`config.mk`:
```
export PLATFORM = sky130hd
export DESIGN_NAME = inst_mem_loader
export DESIGN_NICKNAME = d
export VERILOG_FILES = /design/src/rtl/inst_mem_loader.sv
export SDC_FILE = /design/constraint.sdc
export NUM_CORES = 1
export LEC_CHECK = 0
export CAP_MARGIN = 20
export CORE_MARGIN = 3
export CORE_UTILIZATION = 52
export CTS_BUF_LIST = sky130_fd_sc_hd__clkbuf_4
export CTS_CLUSTER_SIZE = 12
export DETAILED_ROUTE_END_ITERATION = 7
export GPL_TIMING_DRIVEN = 0
export PLACE_DENSITY = 0.75
export SKIP_LAST_GASP = 1
export SLEW_MARGIN = 20
export SYNTH_ARGS = -nofsm -noshare
export SYNTH_HDL_FRONTEND = slang
export SYNTH_SLANG_ARGS = --single-unit
```
`constraint.sdc`:
```
create_clock -name clk -period 1.9 [get_ports clk]
set_clock_uncertainty 0.15 [all_clocks]
set_input_delay 0.285 -clock clk [delete_from_list [all_inputs] [get_ports clk]]
set_output_delay 0.285 -clock clk [all_outputs]
set_load 0.03 [all_outputs]
```
`src/rtl/inst_mem_loader.sv`:
```
// inst_mem_loader: boot loader assembling a byte stream into 32-bit LE words written to instruction memory.
// Ports: clk, rst (async active-low), start (restart pulse); rx_valid/rx_data/rx_ready byte stream;
// wr_en/wr_adr/wr_data word write port; core_rst_n core reset; done/error/err_code load status.
// Define LOADER_CHECKSUM_EN to append and verify an XOR checksum byte after the data words.
module inst_mem_loader #(
  parameter int ADR_WIDTH = 11,
  parameter int CNT_WIDTH = 16
) (
  input  logic                 clk,
  input  logic                 rst,
  input  logic                 start,
  input  logic                 rx_valid,
  input  logic [7:0]           rx_data,
  output logic                 rx_ready,
  output logic                 wr_en,
  output logic [ADR_WIDTH-1:0] wr_adr,
  output logic [31:0]          wr_data,
  output logic                 core_rst_n,
  output logic                 done,
  output logic                 error,
  output logic [1:0]           err_code
);
  typedef enum logic [2:0] {CNT_LO, CNT_HI, DATA, CSUM, DONE, ERROR} state_t;
  localparam logic [CNT_WIDTH:0] MAX_CNT = (CNT_WIDTH + 1)'(1) << ADR_WIDTH;
`ifdef LOADER_CHECKSUM_EN
  localparam state_t FIN = CSUM;
`else
  localparam state_t FIN = DONE;
`endif
  state_t                 r_state, w_next;
  logic [7:0]             r_cnt_lo;
  logic [CNT_WIDTH-1:0]   r_cnt, r_wcnt, w_cnt;
  logic [1:0]             r_bidx, r_err;
  logic [23:0]            r_sh;
  logic [31:0]            r_wr_data;
  logic [ADR_WIDTH-1:0]   r_wr_adr;
  logic                   r_wr_en, r_core, w_acc, w_big, w_last;
`ifdef LOADER_CHECKSUM_EN
  logic [7:0]             r_csum;
`endif
  // start wins over a coincident handshake, so such a byte is never consumed
  assign w_acc  = rx_valid && rx_ready && !start;
  assign w_cnt  = CNT_WIDTH'({rx_data, r_cnt_lo});
  assign w_big  = {1'b0, w_cnt} > MAX_CNT;
  assign w_last = (r_wcnt + CNT_WIDTH'(1)) == r_cnt;
  always_ff @(posedge clk or negedge rst) begin
    if (!rst) r_state <= CNT_LO;
    else r_state <= w_next;
  end
  always_comb begin
    w_next = r_state;
    if (start) w_next = CNT_LO;
    else if (w_acc)
      case (r_state)
        CNT_LO:  w_next = CNT_HI;
        CNT_HI:  w_next = w_big ? ERROR : (w_cnt == '0 ? FIN : DATA);
        // leave DATA as the last word's write is issued so a following byte is never taken as data
        DATA:    w_next = (r_bidx == 2'd3 && w_last) ? FIN : DATA;
`ifdef LOADER_CHECKSUM_EN
        CSUM:    w_next = rx_data == r_csum ? DONE : ERROR;
`endif
        default: w_next = r_state;
      endcase
  end
  always_comb begin
    rx_ready   = r_state inside {CNT_LO, CNT_HI, DATA, CSUM};
    done       = r_state == DONE;
    error      = r_state == ERROR;
    err_code   = r_err;
    wr_en      = r_wr_en && !start;
    wr_adr     = r_wr_adr;
    wr_data    = r_wr_data;
    core_rst_n = r_core;
  end
  always_ff @(posedge clk or negedge rst) begin
    if (!rst) begin
      r_cnt_lo  <= '0;
      r_cnt     <= '0;
      r_wcnt    <= '0;
      r_bidx    <= '0;
      r_err     <= '0;
      r_sh      <= '0;
      r_wr_data <= '0;
      r_wr_adr  <= '0;
      r_wr_en   <= 1'b0;
      r_core    <= 1'b0;
`ifdef LOADER_CHECKSUM_EN
      r_csum    <= '0;
`endif
    end else begin
      r_wr_en <= w_acc && r_state == DATA && r_bidx == 2'd3;
      // released one cycle after DONE so the last word's write has completed
      r_core  <= r_state == DONE && !start;
      if (start) begin
        r_wcnt   <= '0;
        r_bidx   <= '0;
        r_err    <= '0;
        r_wr_adr <= '0;
`ifdef LOADER_CHECKSUM_EN
        r_csum   <= '0;
`endif
      end else if (w_acc) begin
        if (r_state == CNT_LO) r_cnt_lo <= rx_data;
        if (r_state == CNT_HI) begin
          r_cnt <= w_cnt;
          if (w_big) r_err <= 2'b01;
        end
        if (r_state == DATA) begin
          r_bidx <= r_bidx + 2'd1;
          r_sh   <= {rx_data, r_sh[23:8]};
          if (r_bidx == 2'd3) begin
            r_wr_data <= {rx_data, r_sh};
            r_wr_adr  <= r_wcnt[ADR_WIDTH-1:0];
            r_wcnt    <= r_wcnt + CNT_WIDTH'(1);
          end
        end
`ifdef LOADER_CHECKSUM_EN
        if (r_state inside {CNT_LO, CNT_HI, DATA}) r_csum <= r_csum ^ rx_data;
        if (r_state == CSUM && rx_data != r_csum) r_err <= 2'b10;
`endif
      end
    end
  end
endmodule

```
# Yosys cells after proc, flatten, opt, wreduce, memory -nomap -nowiden
# Index checks and enable logic that the tools add are counted.
# totals
reg_bits,116
input_bits,12
output_inout_bits,50
# classes
add_sub_neg,2
n_lt_le_gt_ge,1
eq_ne,7
mux,21
bitwise,1
reduce_logical,25
# op_table
cell,n
2-to-1 mux 16 bit,4
2-to-1 mux 11 bit,4
"adder 16 x 1 -> 16 bit, second input constant",1
== test 16 bit,1
"greater-than comparator 16 x 12 -> 1 bit, second input constant",1
logical NOT 16 bit,1
2-to-1 mux 3 bit,5
AND reduction 3 bit,5
2-to-1 mux 2 bit,7
nonzero test 2 bit,5
case mux 3 bit (3 select lines),1
nonzero test 4 bit,2
logical AND 1 bit,7
"== test 3 x 2 -> 1 bit, second input constant",2
"== test 3 bit, second input constant",2
AND reduction 2 bit,2
AND reduction 4 bit,1
"== test 3 x 1 -> 1 bit, second input constant",1
logical NOT 3 bit,1
"adder 2 x 1 -> 2 bit, second input constant",1
"== test 2 bit, second input constant",1
logical NOT 1 bit,1
inverter 1 bit,1

# Longest topological paths before layout
# depth
word_depth,7
depth_mapped,10
ltp_nobuf,7

# Least setup slack after synthesis
# OpenSTA, ideal clock, no wires.
# synth_path
path_type,flip-flop to flip-flop
start,reg r_wcnt[7]
end,reg r_state[1]
arrival_time_ps,1818
required_ps,1631
slack_ps,-186
path_stages_with_launch,8
path_buffers,1
path_cell_list,dfrtp_1 > buf_2 > xnor2_4 > xnor2_1 > or4_4 > a221oi_2 > nand4_1 > o21a_1
# synth_via
elab_chain_len,7
# synth_rtl
item,line,text
start: declaration,32,"logic [CNT_WIDTH-1:0] r_cnt, r_wcnt, w_cnt;"
start signal: assignment,114,r_wcnt <= r_wcnt + CNT_WIDTH'(1);
adder 16 x 1 -> 16 bit,45,assign w_last = (r_wcnt + CNT_WIDTH'(1)) == r_cnt;
== test 16 bit,45,
logical AND 1 bit,58,DATA: w_next = (r_bidx == 2'd3 && w_last) ? FIN : DATA;
2-to-1 mux 3 bit,58,
case mux 3 bit (3 select lines),54,case (r_state)
2-to-1 mux 3 bit,53,else if (w_acc)
2-to-1 mux 3 bit,52,if (start) w_next = CNT_LO;
end signal: assignment,48,else r_state <= w_next;
end: declaration,30,"state_t r_state, w_next;"
# No other way between the ends. The select of a mux whose other input is x is not followed.
# A chain may end at the register's enable or synchronous reset.

# Final worst setup path
# layout_path
start,reg r_wcnt[1]
end,reg r_state[1]
# Same word-level chain as after synthesis.

==> results.yml <==
status:
  status: "complete, but fails checks"
  violations: "setup timing"
power:
  p_per_area_nw_per_um2: 723
  finalPower_mw: 5.25
  peakVddDrop_mv: 0.541
  p_leak_nw: 3.61
clock_tree:
  clkLatencyLatePin_ns: 0.52
  cts-root-buf: "clkbuf_4"
  clk_path_buf_depth: 2
  cts.sink_count: 115
  h-tree-depth: 4
  cts_made_buffers: 17
  clkTransAtPathRegs_ns: 0.12
  cts_tree: "built"
sta:
  fin_tns_setup_ns: -0.989
  rsz0062_at_grt: "true"
  final.period_utilization: 1.16
  fin_crit_ns: 2.21
  slew_violations: 0
  finalHoldViolCount: 0
  setup_viol: 11
  slew_headroom: 0.438
  fin_ws_ns: -0.311
  worst_pin_slew_ns: 0.842
  max_freq_ghz: 0.452
global_routing:
  globalRoute.busiestLayer: "met2"
  grt_pass1_wl_um: 21100
  antenna_found_initial: 0
  grtUsageTotal: 0.245
  grtUsageMet2: 0.376
  grt_max_degree: 85
  first_global_vias: 4009
  met3_usage: 0.0506
  grt_overflow: 0
  grt_util_met1: 0.345
placed_design:
  hpwl_um: 7650
  dpl_worst_slack_ns: -0.601
  gp_congestion: 0.880
  io_buffer_count: 59
  dp.cells: 647
synth:
  synthTopCellsByArea: "dfrtp_1 (57%), mux2_2 (11%), nand2_1 (7.2%)"
  synthFlopType: "dfrtp_1"
  syn_area_per_cell_um2: 11.1
  ys_types: 46
  synth_edf_count: 0
  ys_async_sr_fraction: 1.00
  synth_top_area_frac: 0.565
  synth_seq_area_share: 0.565
  synth_common_cells: "dfrtp_1 (115), nand2_1 (98), mux2_2 (52), nor2_1 (24), xnor2_1 (20)"
  yosysMostFrequentCell: "dfrtp_1"
  netlist_area_um2: 5090
  ys_warn_count: 0
  syn_inst: 458
  ys_seq_elements: 115
  syn-num-nets: 472
  yosysTopAreaCell: "dfrtp_1"
critical_path:
  crit_required_ns: 2.17
  start_kind: "flop"
  critPathKind: "flop to flop"
  rrSetupSlack_ns: -0.31
  timing.rr.start: "r_wcnt[1]$_DFFE_PN0P_"
  arrival_ns: 2.48
  critPathCaptureType: "flop"
  r2r_end: "r_state[1]$_DFFE_PN0P_"
  crit_path_max_fanout: 5
  rr_worst_depth: 7
  crit_start: "r_wcnt[1]$_DFFE_PN0P_"
detailed_routing:
  wirelength_um: 14300
  drt_iter0_markers: 269
  drc: 0
  via_count: 4123
  vias_per_cell: 5.66
  dr.pass1.iters: 7
  wl_per_cell_um: 19.7
  detail-route-antenna-nets: 0
cells_and_area:
  stdcell_count: 728
  post-route-util: 0.774
  drive_gt1_frac: 0.421
  area_growth_pct: 42.5
  final_nets: 600
  n_antenna_cell: 0
floorplanning:
  rows: 35
  dieHeight_um: 105
  die_w_um: 105
  io_pins: 62
  start_util: 0.543
  fp.coreArea_um2: 9370
  die-area_um2: 11000
min_path:
  hold_path.class: "input pin to async pin"
flow_run:
  cap_viol_max_count: 0
==> through the flow <==
stage | hold slack [ns] | area (um^2)
after floorplan | -0.161 | 5190
after global routing | 0.0724 | 7260
final | 0.0610 | 7260
after CTS | 0.0500 | 6920
after global placement | 0.300 | 5940
after detailed placement | 0.0388 | 5970
==> layout make-up <==
class,count,area (um^2)
clock inverters,15,146
inverters,5,26.3
multi-input cells,310,2520
fillers,587,2120
flip-flops and latches,115,2890
plain buffers,18,199
well taps,129,161
repair buffers,119,1190
clock buffers,17,128
==> how the worst max path moves through the flow <==
| stage | end | slack, ns |
|---|---|---|
| 3_3_place_gp | r_sh[0]$_DFFE_PN0P_ | -3.92 |
| 2_1_floorplan | r_state[1]$_DFFE_PN0P_ | -0.08 |
| 4_1_cts | r_state[1]$_DFFE_PN0P_ | -0.20 |
| 3_5_place_dp | wr_data[12]$_DFFE_PN0P_ | -0.60 |
| 6_report | r_state[1]$_DFFE_PN0P_ | -0.31 |
| 5_1_grt | r_state[1]$_DFFE_PN0P_ | -0.42 |
==> worst max-delay path, cell delays in order, from the launching register on <==
cell,delay [ns]
dfrtp_2,0.46
ha_4,0.18
and3_4,0.24
nand2_4,0.07
or3_4,0.32
a22oi_2,0.22
nand4_1,0.22
o21a_1,0.24
==> metal layers <==
layer  share of wire  wire length, um
met5               0                0
met4           0.024              350
met3           0.062              884
met2            0.49             7060
met1            0.42             6050
==> flip-flops by register name (all words and copies together) (netlist names) <==
| signal | cells |
|---|---|
| core_rst_n | 1 |
| err_code | 1 |
| r_bidx | 2 |
| r_cnt | 16 |
| r_cnt_lo | 8 |
| r_sh | 24 |
| r_state | 3 |
| r_wcnt | 16 |
| r_wr_en | 1 |
| wr_adr | 11 |
| wr_data | 32 |
==> cells in the final DEF, fill, tap and decap left out, types with 4 or more instances in the layout <==
master	n
a21oi_1	5
a22o_1	10
buf_12	5
buf_16	4
buf_4	38
buf_6	19
buf_8	8
clkbuf_1	4
clkbuf_4	17
clkdlybuf4s50_1	9
dfrtp_1	106
dfrtp_2	9
dlygate4sd2_1	45
inv_1	4
inv_6	7
mux2_2	30
mux2_4	22
nand2_1	54
nand2_2	29
nand2_4	15
nand3_1	6
nand4_1	8
nor2_1	21
nor2b_4	4
nor3_1	4
nor4_1	6
o21ai_0	6
xnor2_1	20
xor2_1	13
==> kinds of logic (layout without fill, tap and decap cells) <==
logic type	Yosys count	count (layout)	share of synthesized area
simple gates	184	184	0.169
fa+ha+maj	2	2	0.00491
xor+xnor	35	35	0.0639
compound gates	35	35	0.0496
mux	53	53	0.117
other cells	1	1	0.000736
buf+inv	33	174	0.0302
flops	115	115	0.565
==> timing repair <==
action | 4_1_cts | 5_1_grt
resized for setup | 130 | 122
setup endpoints to repair | 137 | 108
pin swaps | 18 | 69
hold endpoints to repair | 115 | 0
setup buffers | 42 | 14
cloned | 7 | 1
hold buffers | 1 | 0
==> where the power goes <==
group	leakage, nW	internal (mW)	switching, mW
Sequential	1.54	2.62	0.157
Clock	0.140	0.684	1.09
Combinational	1.93	0.378	0.323
(Power assumes the default switching activity.)
